## config.mk

```make
export PLATFORM = sky130hd
export DESIGN_NAME = mem_access_stage
export DESIGN_NICKNAME = d
export VERILOG_FILES = /design/src/rtl/mem_access_stage.sv
export SDC_FILE = /design/constraint.sdc
export NUM_CORES = 1
export LEC_CHECK = 0
export CAP_MARGIN = 20
export CORE_ASPECT_RATIO = 0.6
export CORE_MARGIN = 2
export CORE_UTILIZATION = 36
export CTS_CLUSTER_SIZE = 12
export DETAILED_ROUTE_END_ITERATION = 10
export PLACE_DENSITY = 0.74
export SLEW_MARGIN = 20
export SYNTH_ARGS = -nofsm -noshare
export SYNTH_HDL_FRONTEND = slang
export SYNTH_SLANG_ARGS = --single-unit
```

## constraint.sdc

```tcl
create_clock -name clk -period 2.1 [get_ports clk]
set_input_delay 0.21 -clock clk [delete_from_list [all_inputs] [get_ports clk]]
set_output_delay 0.21 -clock clk [all_outputs]
set_load 0.01 [all_outputs]
```

## src/rtl/mem_access_stage.sv

```systemverilog
// mem_access_stage: word load/store stage over a req/ack bus, owning the MEM/WB register.
// Rev 1.0 - initial release.
`default_nettype none

module mem_access_stage #(
  parameter int TIMEOUT = 255
) (
  input  logic        clk,
  input  logic        reset,
  input  logic [1:0]  i_wb_in,
  input  logic [1:0]  i_mem_ctl,
  input  logic [31:0] i_alu_result,
  input  logic [31:0] i_store_data,
  input  logic [4:0]  i_rd_addr,
  output logic        o_stall,
  output logic        o_bus_req,
  output logic        o_bus_we,
  output logic [31:0] o_bus_addr,
  output logic [31:0] o_bus_wdata,
  input  logic [31:0] i_bus_rdata,
  input  logic        i_bus_ack,
  output logic [1:0]  o_wb_out,
  output logic [31:0] o_alu_result_wb,
  output logic [31:0] o_mem_rdata_wb,
  output logic [4:0]  o_rd_addr_wb,
  output logic        o_misalign_err,
  output logic        o_bus_err
);

  localparam int CW = $clog2(TIMEOUT + 1);

  typedef enum logic [1:0] {
    S_IDLE = 2'd0,
    S_WAIT = 2'd1,
    S_DONE = 2'd2
  } state_t;

  state_t      r_state;
  state_t      w_state_nxt;

  logic        r_bus_req;
  logic        r_bus_we;
  logic [31:0] r_bus_addr;
  logic [31:0] r_bus_wdata;
  logic [CW-1:0] r_cnt;
  logic        r_abort;
  logic [31:0] r_buf;
  logic        r_bus_err;

  logic [1:0]  r_wb_out;
  logic [31:0] r_alu_result_wb;
  logic [31:0] r_mem_rdata_wb;
  logic [4:0]  r_rd_addr_wb;

  logic        w_is_mem;
  logic        w_access_valid;
  logic        w_misaligned;
  logic        w_timeout_hit;
  logic        w_stall;
  logic        w_misalign_err;
  logic [1:0]  w_wb_nxt;
  logic [31:0] w_alu_nxt;
  logic [31:0] w_rdata_nxt;
  logic [4:0]  w_rd_nxt;

  // Opcode 11 is deliberately neither an access nor misaligned.
  assign w_is_mem       = (i_mem_ctl == 2'b01) || (i_mem_ctl == 2'b10);
  assign w_access_valid = w_is_mem && (i_alu_result[1:0] == 2'b00);
  assign w_misaligned   = w_is_mem && (i_alu_result[1:0] != 2'b00);
  assign w_timeout_hit  = (r_cnt == CW'(TIMEOUT - 1));

  always_comb begin
    w_state_nxt    = r_state;
    w_stall        = 1'b0;
    w_misalign_err = 1'b0;
    w_wb_nxt       = 2'b00;
    w_alu_nxt      = 32'd0;
    w_rdata_nxt    = 32'd0;
    w_rd_nxt       = 5'd0;
    case (r_state)
      S_IDLE: begin
        if (w_access_valid) begin
          w_stall     = 1'b1;
          w_state_nxt = S_WAIT;
        end else begin
          w_misalign_err = w_misaligned;
          w_wb_nxt       = w_misaligned ? 2'b00 : i_wb_in;
          w_alu_nxt      = i_alu_result;
          w_rd_nxt       = i_rd_addr;
        end
      end
      S_WAIT: begin
        w_stall = 1'b1;
        if (i_bus_ack || w_timeout_hit) begin
          w_state_nxt = S_DONE;
        end
      end
      S_DONE: begin
        w_wb_nxt    = r_abort ? 2'b00 : i_wb_in;
        w_alu_nxt   = i_alu_result;
        w_rd_nxt    = i_rd_addr;
        w_rdata_nxt = r_buf;
        w_state_nxt = S_IDLE;
      end
      default: begin
        w_state_nxt = S_IDLE;
      end
    endcase
  end

  always_ff @(posedge clk) begin
    if (reset) begin
      r_state         <= S_IDLE;
      r_bus_req       <= 1'b0;
      r_bus_we        <= 1'b0;
      r_bus_addr      <= 32'd0;
      r_bus_wdata     <= 32'd0;
      r_cnt           <= '0;
      r_abort         <= 1'b0;
      r_buf           <= 32'd0;
      r_bus_err       <= 1'b0;
      r_wb_out        <= 2'b00;
      r_alu_result_wb <= 32'd0;
      r_mem_rdata_wb  <= 32'd0;
      r_rd_addr_wb    <= 5'd0;
    end else begin
      r_state         <= w_state_nxt;
      r_wb_out        <= w_wb_nxt;
      r_alu_result_wb <= w_alu_nxt;
      r_mem_rdata_wb  <= w_rdata_nxt;
      r_rd_addr_wb    <= w_rd_nxt;
      r_bus_err       <= 1'b0;
      case (r_state)
        S_IDLE: begin
          if (w_access_valid) begin
            r_bus_addr  <= i_alu_result;
            r_bus_wdata <= i_store_data;
            r_bus_we    <= i_mem_ctl[0];
            r_bus_req   <= 1'b1;
            r_cnt       <= '0;
            // Cleared so stores and aborted loads write back zero load data.
            r_buf       <= 32'd0;
            r_abort     <= 1'b0;
          end
        end
        S_WAIT: begin
          if (i_bus_ack) begin
            r_bus_req <= 1'b0;
            if (!r_bus_we) begin
              r_buf <= i_bus_rdata;
            end
          end else if (w_timeout_hit) begin
            r_bus_req <= 1'b0;
            r_abort   <= 1'b1;
            r_bus_err <= 1'b1;
          end else begin
            r_cnt <= r_cnt + CW'(1);
          end
        end
        S_DONE: begin
          r_abort <= 1'b0;
        end
        default: begin
        end
      endcase
    end
  end

  assign o_stall         = w_stall;
  assign o_misalign_err  = w_misalign_err;
  assign o_bus_req       = r_bus_req;
  assign o_bus_we        = r_bus_we;
  assign o_bus_addr      = r_bus_addr;
  assign o_bus_wdata     = r_bus_wdata;
  assign o_bus_err       = r_bus_err;
  assign o_wb_out        = r_wb_out;
  assign o_alu_result_wb = r_alu_result_wb;
  assign o_mem_rdata_wb  = r_mem_rdata_wb;
  assign o_rd_addr_wb    = r_rd_addr_wb;

endmodule

`default_nettype wire

```

==> run_results.csv, run 1 <==
group,metric,value,unit
grt,top_usage_layer,"met2",
clocking,cts_setup_buffers,0,
cells_and_area,antenna_cells,0,
grt,met3_usage,0.0673,
synthesis,synth_top_area_cell,"dfxtp_1",
die,die_area,0.0176,sq mm
timing,finalHoldWorstSlack,231,ps
synthesis,postSynthCellCount,657,
worst_setup_path,cp_num_cells,5,
worst_setup_path,worst-path-buf-inv,2,
grt,grt_pass1_vias,4900,
timing,layout_min_cycle_time,2000,ps
clocking,clk_pin_slew,70,ps
synthesis,synthTopCellsByArea,"dfxtp_1 (61%), nand2_1 (10%), a21oi_1 (8.8%)",
cells_and_area,finalNetCount,1007,
grt,grt_use_met1,0.248,
clocking,numClockSinks,181,
power,clkPwrFrac,0.423,
run,max-cap-violations,0,
synthesis,synth_top_flop_cell,"dfxtp_1",
synthesis,yosysMostFrequentCell,"dfxtp_1",
outcome,status,"finished clean",
die,die_x,170,um
detailed_routing,via_count,5323,
synthesis,synth_common_cells,"dfxtp_1 (181), nand2_1 (161), a21oi_1 (105)",
grt,grt_pass1_wl,25.7,mm
timing,max_freq,0.501,GHz
power,p_leak,3.48,nW
worst_setup_path,path_delay_family,"buffers and inverters",
worst_hold_path,min_delay_path_depth,2,
placement,preCtsSetupSlack,-68.6,ps
clocking,h-tree-depth,4,
synthesis,syn_area_per_cell,9.06,sq um
synthesis,yosysSeqAreaShare,0.609,
clocking,clockBufferDepth,2,
synthesis,synth_top_area_share,0.609,
timing,slew_violations,0,
power,vdd_drop_max,496,uV
synthesis,synth_edf_count,0,
power,pwr_density_cell,810,mW/mm^2
detailed_routing,drt_iter0_markers,346,
timing,skew,11.3,ps
grt,grt-ovfl-total,0,
placement,placed_cells,1087,
synthesis,ys_warn_count,0,
worst_setup_path,crit_top_cell,"clkdlybuf4s50_1",
power,power_frac_comb,0.106,
worst_setup_path,r2r_cells,5,
worst_setup_path,max_stage_delay,590,ps
cells_and_area,final_cells,1119,
detailed_routing,route.detailed.drc,0,
timing,maxSlewHeadroom,0.696,
power,p_sw_frac,0.259,
placement,io_buffers,247,
worst_hold_path,holdCritPathClass,"in2reg",
worst_setup_path,crit_type,"in2out",
die,rows,36,
placement,gp_congestion,0.780,
cells_and_area,area.growth.synth_to_final,57.7,%
detailed_routing,vias_per_cell,4.76,
timing,worst_slew_pin_slew,452,ps
worst_setup_path,path_max_fanout,3,
grt,grt_antenna_before_repair,0,
clocking,worstSkewPairLatency,420,ps
timing,worst_slack,103,ps
synthesis,synth.distinct_cells,39,
synthesis,postSynth.asyncResetShare,0,
placement,hpwl,11.4,mm
worst_setup_path,end_kind,"output pin",
timing,setup_viol,0,
timing,period_share,0.951,
worst_setup_path,critPathRequiredTime,1890,ps
synthesis,synth_nets,767,
die,die_height,104,um
clocking,cts_buffers,17,
die,core,0.0162,sq mm
grt,use_met2,0.282,
worst_setup_path,cp-start-kind,"primary input",
clocking,cts-root-buf,"clkbuf_16",
timing,hold_viol_final,0,
clocking,cts_tree,"yes",
power,internal_power,5.63,mW
die,io_pins,248,
power,p_sw,1.97,mW
detailed_routing,wl,16.5,mm
detailed_routing,ant_nets,0,
die,initial_core_util,0.367,
detailed_routing,drt-pass1-iter-count,4,
worst_setup_path,critPathSlowestCell,"clkdlybuf4s50_1",
synthesis,synth_area,0.00595,sq mm
cells_and_area,drive_above_1_share,0.0681,
timing,grt_setup_unrepaired,"false",
grt,grt_max_degree,75,
synthesis,yosys_register_bits,181,
power,seqPwrFrac,0.471,
detailed_routing,wire_per_inst,14.8,um
worst_setup_path,cp_cell_sequence,"clkdlybuf4s50_1 -> xor2_2 -> a21oi_1 -> nor2_1 -> clkdlybuf4s50_1",
grt,track_usage,0.185,
worst_setup_path,cp.arrival,1790,ps
-- stage by stage --
step	setup TNS, ps	area, sq um	total power [mW]	utilization
6_report	0	9390	7.60	0.579
5_1_grt	0	9390	7.91	0.579
3_3_place_gp	-105	8750	4.46	0.540
4_1_cts	0	9390	7.69	0.579
2_1_floorplan	0	5950	3.94	-
3_5_place_dp	-95.1	8750	4.47	0.540
-- flip-flops by register name, indices dropped and copies added, names as in the netlist --
name             flops
o_bus_req            1
o_wb_out             2
o_mem_rdata_wb      32
r_state              2
r_cnt                8
o_bus_we             1
o_bus_wdata         32
r_abort              1
o_bus_err            1
o_bus_addr          32
o_rd_addr_wb         5
r_buf               32
o_alu_result_wb     32
-- repair_timing --
| item | 4_1_cts | 5_1_grt |
|---|---|---|
| hold buffers | 0 | 0 |
| setup endpoints to repair | 2 | 1 |
| resized for setup | 1 | 1 |
-- worst paths after layout --
check | slack (ps) | end | start
max | 100 | o_stall | i_mem_ctl[0]
min | 230 | r_buf[19]$_SDFFE_PP0P_ | reset
max reg2reg | 410 | r_cnt[3]$_SDFFE_PP0P_ | r_state[1]$_SDFFE_PP0P_
min reg2reg | 450 | o_bus_wdata[20]$_SDFFE_PP0P_ | o_bus_wdata[20]$_SDFFE_PP0P_
-- logic make-up after synthesis --
kind of cell | after synthesis | share of synthesized area
simple gates | 302 | 0.245
flops | 181 | 0.609
compound gates | 120 | 0.104
buf+inv | 50 | 0.0349
fa+ha+maj | 2 | 0.00420
xor+xnor | 1 | 0.00147
mux | 1 | 0.00168
-- final cells by class --
class / instances / area [sq um]
sequential: 181 / 3620
tap: 209 / 262
fill: 1421 / 6830
inverter: 3 / 11.3
clock inverter: 15 / 200
multi-input combinational: 426 / 2150
clock buffer: 17 / 425
timing repair buffer: 268 / 2720
-- cells in the final DEF (no fill, tap or decap), types with 5 or more instances in the layout --
| cell type | netlist | final |
|---|---|---|
| clkbuf_16 | 0 | 17 |
| clkinv_8 | 0 | 8 |
| nand3_1 | 41 | 41 |
| buf_12 | 0 | 7 |
| o21ai_0 | 5 | 5 |
| buf_4 | 1 | 15 |
| clkdlybuf4s50_1 | 0 | 245 |
| nand2_1 | 161 | 160 |
| a21oi_1 | 105 | 105 |
| dfxtp_1 | 181 | 181 |
| and3_1 | 34 | 34 |
| and2_1 | 40 | 39 |
-- power by group through the flow --
stage / Combinational (mW) / Sequential [mW] / Clock, mW
6_report: 0.802 / 3.58 / 3.22
5_1_grt: 0.865 / 3.59 / 3.45
4_1_cts: 0.813 / 3.58 / 3.29
3_5_place_dp: 0.807 / 3.67 / 0
3_3_place_gp: 0.803 / 3.66 / 0
2_1_floorplan: 0.230 / 3.71 / 0
-- metal layers --
layer / vias up / wire length [um]
met5: - / 0
met4: 0 / 131
met3: 11 / 1250
met2: 177 / 7380
met1: 2474 / 7770
li1: 2661 / -
Note: power is estimated with default switching activity, not from simulation.
==> run 2, diff against run 1 <==
PLACE_DENSITY = 0.72   (was 0.74)
SLEW_MARGIN = not set   (was 20)
clock period = 1.8 ns   (was 2.1 ns; I/O delays follow)
==> run 2 against run 1 <==
Die area unchanged. Utilization up 0.15 points. Combinational power up 19%. Clock skew down 1.5 ps. Clock power up 12%. Final cell count up 0.71%. Final area up 0.27%. Non-clock buffer count up 8. Register-to-register slack worse by 230 ps. First-iteration DRC count down 2.9%. Global-route usage up 0.24 points.
==> run_results.csv, run 2 (same netlist as run 1, synthesis figures left out) <==
group,metric,value,unit
die,initial_core_util,0.367,
cells_and_area,final_common_cell,"clkdlybuf4s50_1",
worst_setup_path,r2r_end,"r_buf[31]$_SDFFE_PP0P_",
timing,hold_viol_final,0,
clocking,cts-root-buf,"clkbuf_16",
worst_setup_path,critPathRequiredTime,1620,ps
timing,setup_viol,0,
power,pwr_density_cell,929,mW/mm^2
grt,grt_antenna_before_repair,0,
timing,max_freq,0.595,GHz
grt,grt-ovfl-total,0,
timing,skew,9.78,ps
grt,grt_pass1_wl,26.1,mm
detailed_routing,vias_per_cell,4.69,
clocking,holdBufCountCts,0,
timing,worst_slew_pin_slew,406,ps
detailed_routing,drt-pass1-iter-count,5,
worst_setup_path,path_max_fanout,3,
worst_hold_path,holdCritPathClass,"in2reg",
timing,period_share,0.934,
worst_setup_path,cp-startpoint,"i_mem_ctl[0]",
clocking,h-tree-depth,4,
timing,grt_setup_unrepaired,"false",
timing,slew_violations,0,
placement,preCtsSetupSlack,-371,ps
die,rows,36,
grt,grt_pass1_vias,5010,
worst_hold_path,worstHoldStart,"reset",
worst_setup_path,ff2ff_setup_slack,180,ps
die,die_x,170,um
worst_setup_path,r2r_cells,6,
detailed_routing,via_count,5282,
timing,maxSlewHeadroom,0.727,
power,power,8.75,mW
detailed_routing,drt_iter0_markers,336,
cells_and_area,post-route-util,0.580,
clocking,numClockSinks,181,
clocking,cts_buffers,17,
placement,post_dp_cell_area,0.00882,sq mm
worst_setup_path,timing.rr.start,"r_state[1]$_SDFFE_PP0P_",
placement,hpwl,11.5,mm
timing,worst_slack,119,ps
grt,track_usage,0.187,
power,p_leak,3.51,nW
worst_setup_path,crit_type,"in2out",
timing,layout_min_cycle_time,1680,ps
worst_setup_path,end_kind,"output pin",
clocking,clk_pin_slew,70,ps
die,die_height,104,um
placement,io_buffers,247,
run,max-cap-violations,0,
grt,grt_max_degree,38,
worst_setup_path,cp-start-kind,"primary input",
clocking,cts_tree,"yes",
placement,gp_congestion,0.818,
cells_and_area,drive_above_1_share,0.0784,
cells_and_area,final_cell_mix,"clkdlybuf4s50_1 (244), dfxtp_1 (181), nand2_1 (160), a21oi_1 (105), nand3_1 (41)",
detailed_routing,wl,16.6,mm
die,io_pins,248,
worst_hold_path,min_delay_path_depth,2,
cells_and_area,finalNetCount,1015,
cells_and_area,stdcell_area,0.00941,sq mm
clocking,worstSkewPairLatency,410,ps
die,die_area,0.0176,sq mm
detailed_routing,ant_nets,0,
worst_setup_path,cp.arrival,1500,ps
outcome,status,"finished clean",
power,vdd_drop_max,661,uV
cells_and_area,area.growth.synth_to_final,58.1,%
detailed_routing,route.detailed.drc,0,
detailed_routing,wire_per_inst,14.7,um
die,core,0.0162,sq mm
clocking,cts_setup_buffers,0,
worst_hold_path,min_to,"o_bus_wdata[26]$_SDFFE_PP0P_",
cells_and_area,antenna_cells,0,
clocking,clockBufferDepth,2,
-- run 2: final cells by class --
type                    instances  area, sq um
well taps                     209          262
fillers                      1413         6800
clock inverters                15          155
multi-input cells             426         2150
clock buffers                  17          425
inverters                       3         11.3
flip-flops and latches        181         3620
repair buffers                276         2780
-- run 2: critical path, cell delays in order --
cell	delay (ps)
clkdlybuf4s50_1	530
xor2_2	230
a21oi_1	100
nor2_1	140
dlygate4sd2_1	330
-- run 2: through the flow --
| stage | std cells | TNS (ps) | hold slack [ps] |
|---|---|---|---|
| finish | 1127 | 0 | 190 |
| global placement | 1095 | -18860 | 441 |
| global route | 1127 | 0 | 183 |
| floorplan | 657 | 0 | 302 |
| detailed placement | 1095 | -19830 | 446 |
| CTS | 1127 | 0 | 172 |
-- run 2: worst max-delay path by stage --
stage               slack, ps                    end  cells past startpoint
floorplan                 300  r_cnt[3]$_SDFFE_PP0P_                      6
global placement         -340         o_misalign_err                      5
detailed placement       -370         o_misalign_err                      5
CTS                         7         o_misalign_err                      5
global route               30                o_stall                      5
finish                    120                o_stall                      5
-- run 2: power breakdown --
part           internal [mW]  switching [mW]  total [mW]
combinational          0.542           0.409       0.951
sequential              4.13          0.0488        4.18
clock                   1.86            1.75        3.62
-- run 2: what timing repair did --
action                                  CTS  global route
pin swaps                                 1             1
endpoints found under the setup margin    2             1
gates resized for setup                   3             4
-- run 2: layer usage --
metal / up-vias / track usage / routed length, um
li1: 2674 / - / -
met1: 2430 / 0.237 / 7480
met2: 168 / 0.301 / 7590
met3: 10 / 0.0673 / 1400
met4: 0 / 0.0562 / 122
met5: - / 0 / 0
==> run 3, diff against run 2 <==
CORE_UTILIZATION = 25   (was 36)
MAX_ROUTING_LAYER = met4   (was not set)
PLACE_DENSITY = not set   (was 0.72)
==> run 3 against run 2 <==
Sequential power about the same. Critical path depth increased by 1. Final area increased by 0.84%. Critical endpoint is now o_misalign_err. Largest cell class unchanged. Largest power group unchanged.
==> run_results.csv, run 3 (same netlist as run 1, synthesis figures left out) <==
group,metric,value,unit
timing,period_share,0.929,
grt,grt_max_degree,57,
worst_setup_path,critPathRequiredTime,1620,ps
detailed_routing,wl,18.3,mm
clocking,cts_setup_buffers,0,
cells_and_area,final_common_cell,"clkdlybuf4s50_1",
clocking,cts_tree,"yes",
worst_hold_path,holdCritPathClass,"in2reg",
clocking,cts_buffers,17,
grt,grt_pass1_wl,27.9,mm
cells_and_area,area.growth.synth_to_final,59.4,%
worst_setup_path,timing.rr.start,"r_state[0]$_SDFFE_PP0P_",
detailed_routing,highest_layer,"met4",
detailed_routing,wl_met1,9.12,mm
worst_setup_path,crit_type,"in2out",
grt,grt_pass1_vias,4989,
worst_setup_path,cp-start-kind,"primary input",
power,power,8.93,mW
worst_setup_path,cp.arrival,1490,ps
grt,grt_antenna_before_repair,0,
detailed_routing,wl_met2,7.87,mm
grt,track_usage,0.150,
worst_setup_path,path_max_fanout,7,
power,pwr_density_cell,941,mW/mm^2
detailed_routing,drt-pass1-iter-count,4,
cells_and_area,drive_above_1_share,0.0713,
timing,finalHoldWorstSlack,137,ps
cells_and_area,antenna_cells,0,
die,die_area,0.0251,sq mm
clocking,holdBufCountCts,0,
detailed_routing,drt_iter0_markers,267,
run,max-cap-violations,0,
timing,worst_slew_pin_slew,670,ps
timing,maxSlewHeadroom,0.553,
worst_setup_path,cp-startpoint,"i_mem_ctl[0]",
placement,hpwl,12.4,mm
detailed_routing,ant_nets,0,
die,die_x,203,um
die,initial_core_util,0.256,
worst_hold_path,worstHoldStart,"reset",
timing,max_freq,0.598,GHz
cells_and_area,fillCellCount,2363,
detailed_routing,wl_met3,1.21,mm
clocking,clk_pin_slew,70,ps
detailed_routing,wire_per_inst,14.9,um
detailed_routing,via_count,5330,
die,core,0.0232,sq mm
cells_and_area,final_cell_mix,"clkdlybuf4s50_1 (244), dfxtp_1 (181), nand2_1 (160), a21oi_1 (105), nand3_1 (41)",
die,rows,43,
timing,tns,0,ps
worst_hold_path,min_delay_path_depth,3,
clocking,clockBufferDepth,2,
timing,hold_viol_final,0,
timing,grt_setup_unrepaired,"false",
timing,setup_viol,0,
worst_setup_path,r2r_cells,5,
outcome,status,"finished clean",
power,p_leak,3.48,nW
timing,skew,11.0,ps
worst_setup_path,end_kind,"output pin",
die,die_height,124,um
grt,grt-ovfl-total,0,
cells_and_area,finalNetCount,1010,
timing,layout_min_cycle_time,1670,ps
placement,gp_congestion,0.819,
clocking,cts-root-buf,"clkbuf_16",
timing,slew_violations,0,
clocking,worstSkewPairLatency,430,ps
clocking,h-tree-depth,4,
die,io_pins,248,
clocking,numClockSinks,181,
placement,io_buffers,247,
cells_and_area,post-route-util,0.408,
detailed_routing,route.detailed.drc,0,
power,vdd_drop_max,640,uV
detailed_routing,vias_per_cell,4.34,
-- run 3: through the flow --
step,area (sq um),instances,setup slack (ps)
2_1_floorplan,5950,657,300
3_3_place_gp,8890,1196,-303
3_5_place_dp,8890,1196,-301
4_1_cts,9500,1227,1.28
5_1_grt,9490,1227,38.9
6_report,9490,1227,127
-- run 3: cell type report --
| type | instances | area [sq um] | area share |
|---|---|---|---|
| sequential | 181 | 3620 | 0.382 |
| timing repair buffer | 271 | 2720 | 0.286 |
| multi-input combinational | 426 | 2150 | 0.226 |
| clock buffer | 19 | 453 | 0.0477 |
| tap | 315 | 394 | 0.0415 |
| clock inverter | 12 | 145 | 0.0153 |
| inverter | 3 | 11.3 | 0.00119 |
-- run 3: repair_timing --
| action | 4_1_cts | 5_1_grt |
|---|---|---|
| setup endpoints to repair | 4 | 34 |
| pin swaps | 0 | 1 |
| gates resized for setup | 4 | 4 |
-- run 3: worst paths after layout --
path,end,slack [ps]
setup / recovery,o_misalign_err,130
hold / removal,r_cnt[7]$_SDFFE_PP0P_,140
setup reg to reg,r_buf[9]$_SDFFE_PP0P_,150
hold reg to reg,o_bus_wdata[4]$_SDFFE_PP0P_,450
-- run 3: power breakdown --
part	internal, mW	switching [mW]	total, mW
logic	0.533	0.415	0.948
clock network	2.14	1.66	3.80
registers	4.13	0.0519	4.18
-- run 3: worst max-delay path, stage by stage --
cell and delay (ps):
clkdlybuf4s50_1 490, xor2_1 140, buf_4 180, inv_1 50
nor4_1 240, clkbuf_2 200
-- run 3: per-layer routing --
layer | global-route usage | vias to the layer above
li1 | - | 2665
met1 | 0.203 | 2501
met2 | 0.215 | 158
met3 | 0.0482 | 6
met4 | 0.0397 | 0
met5 | - | -
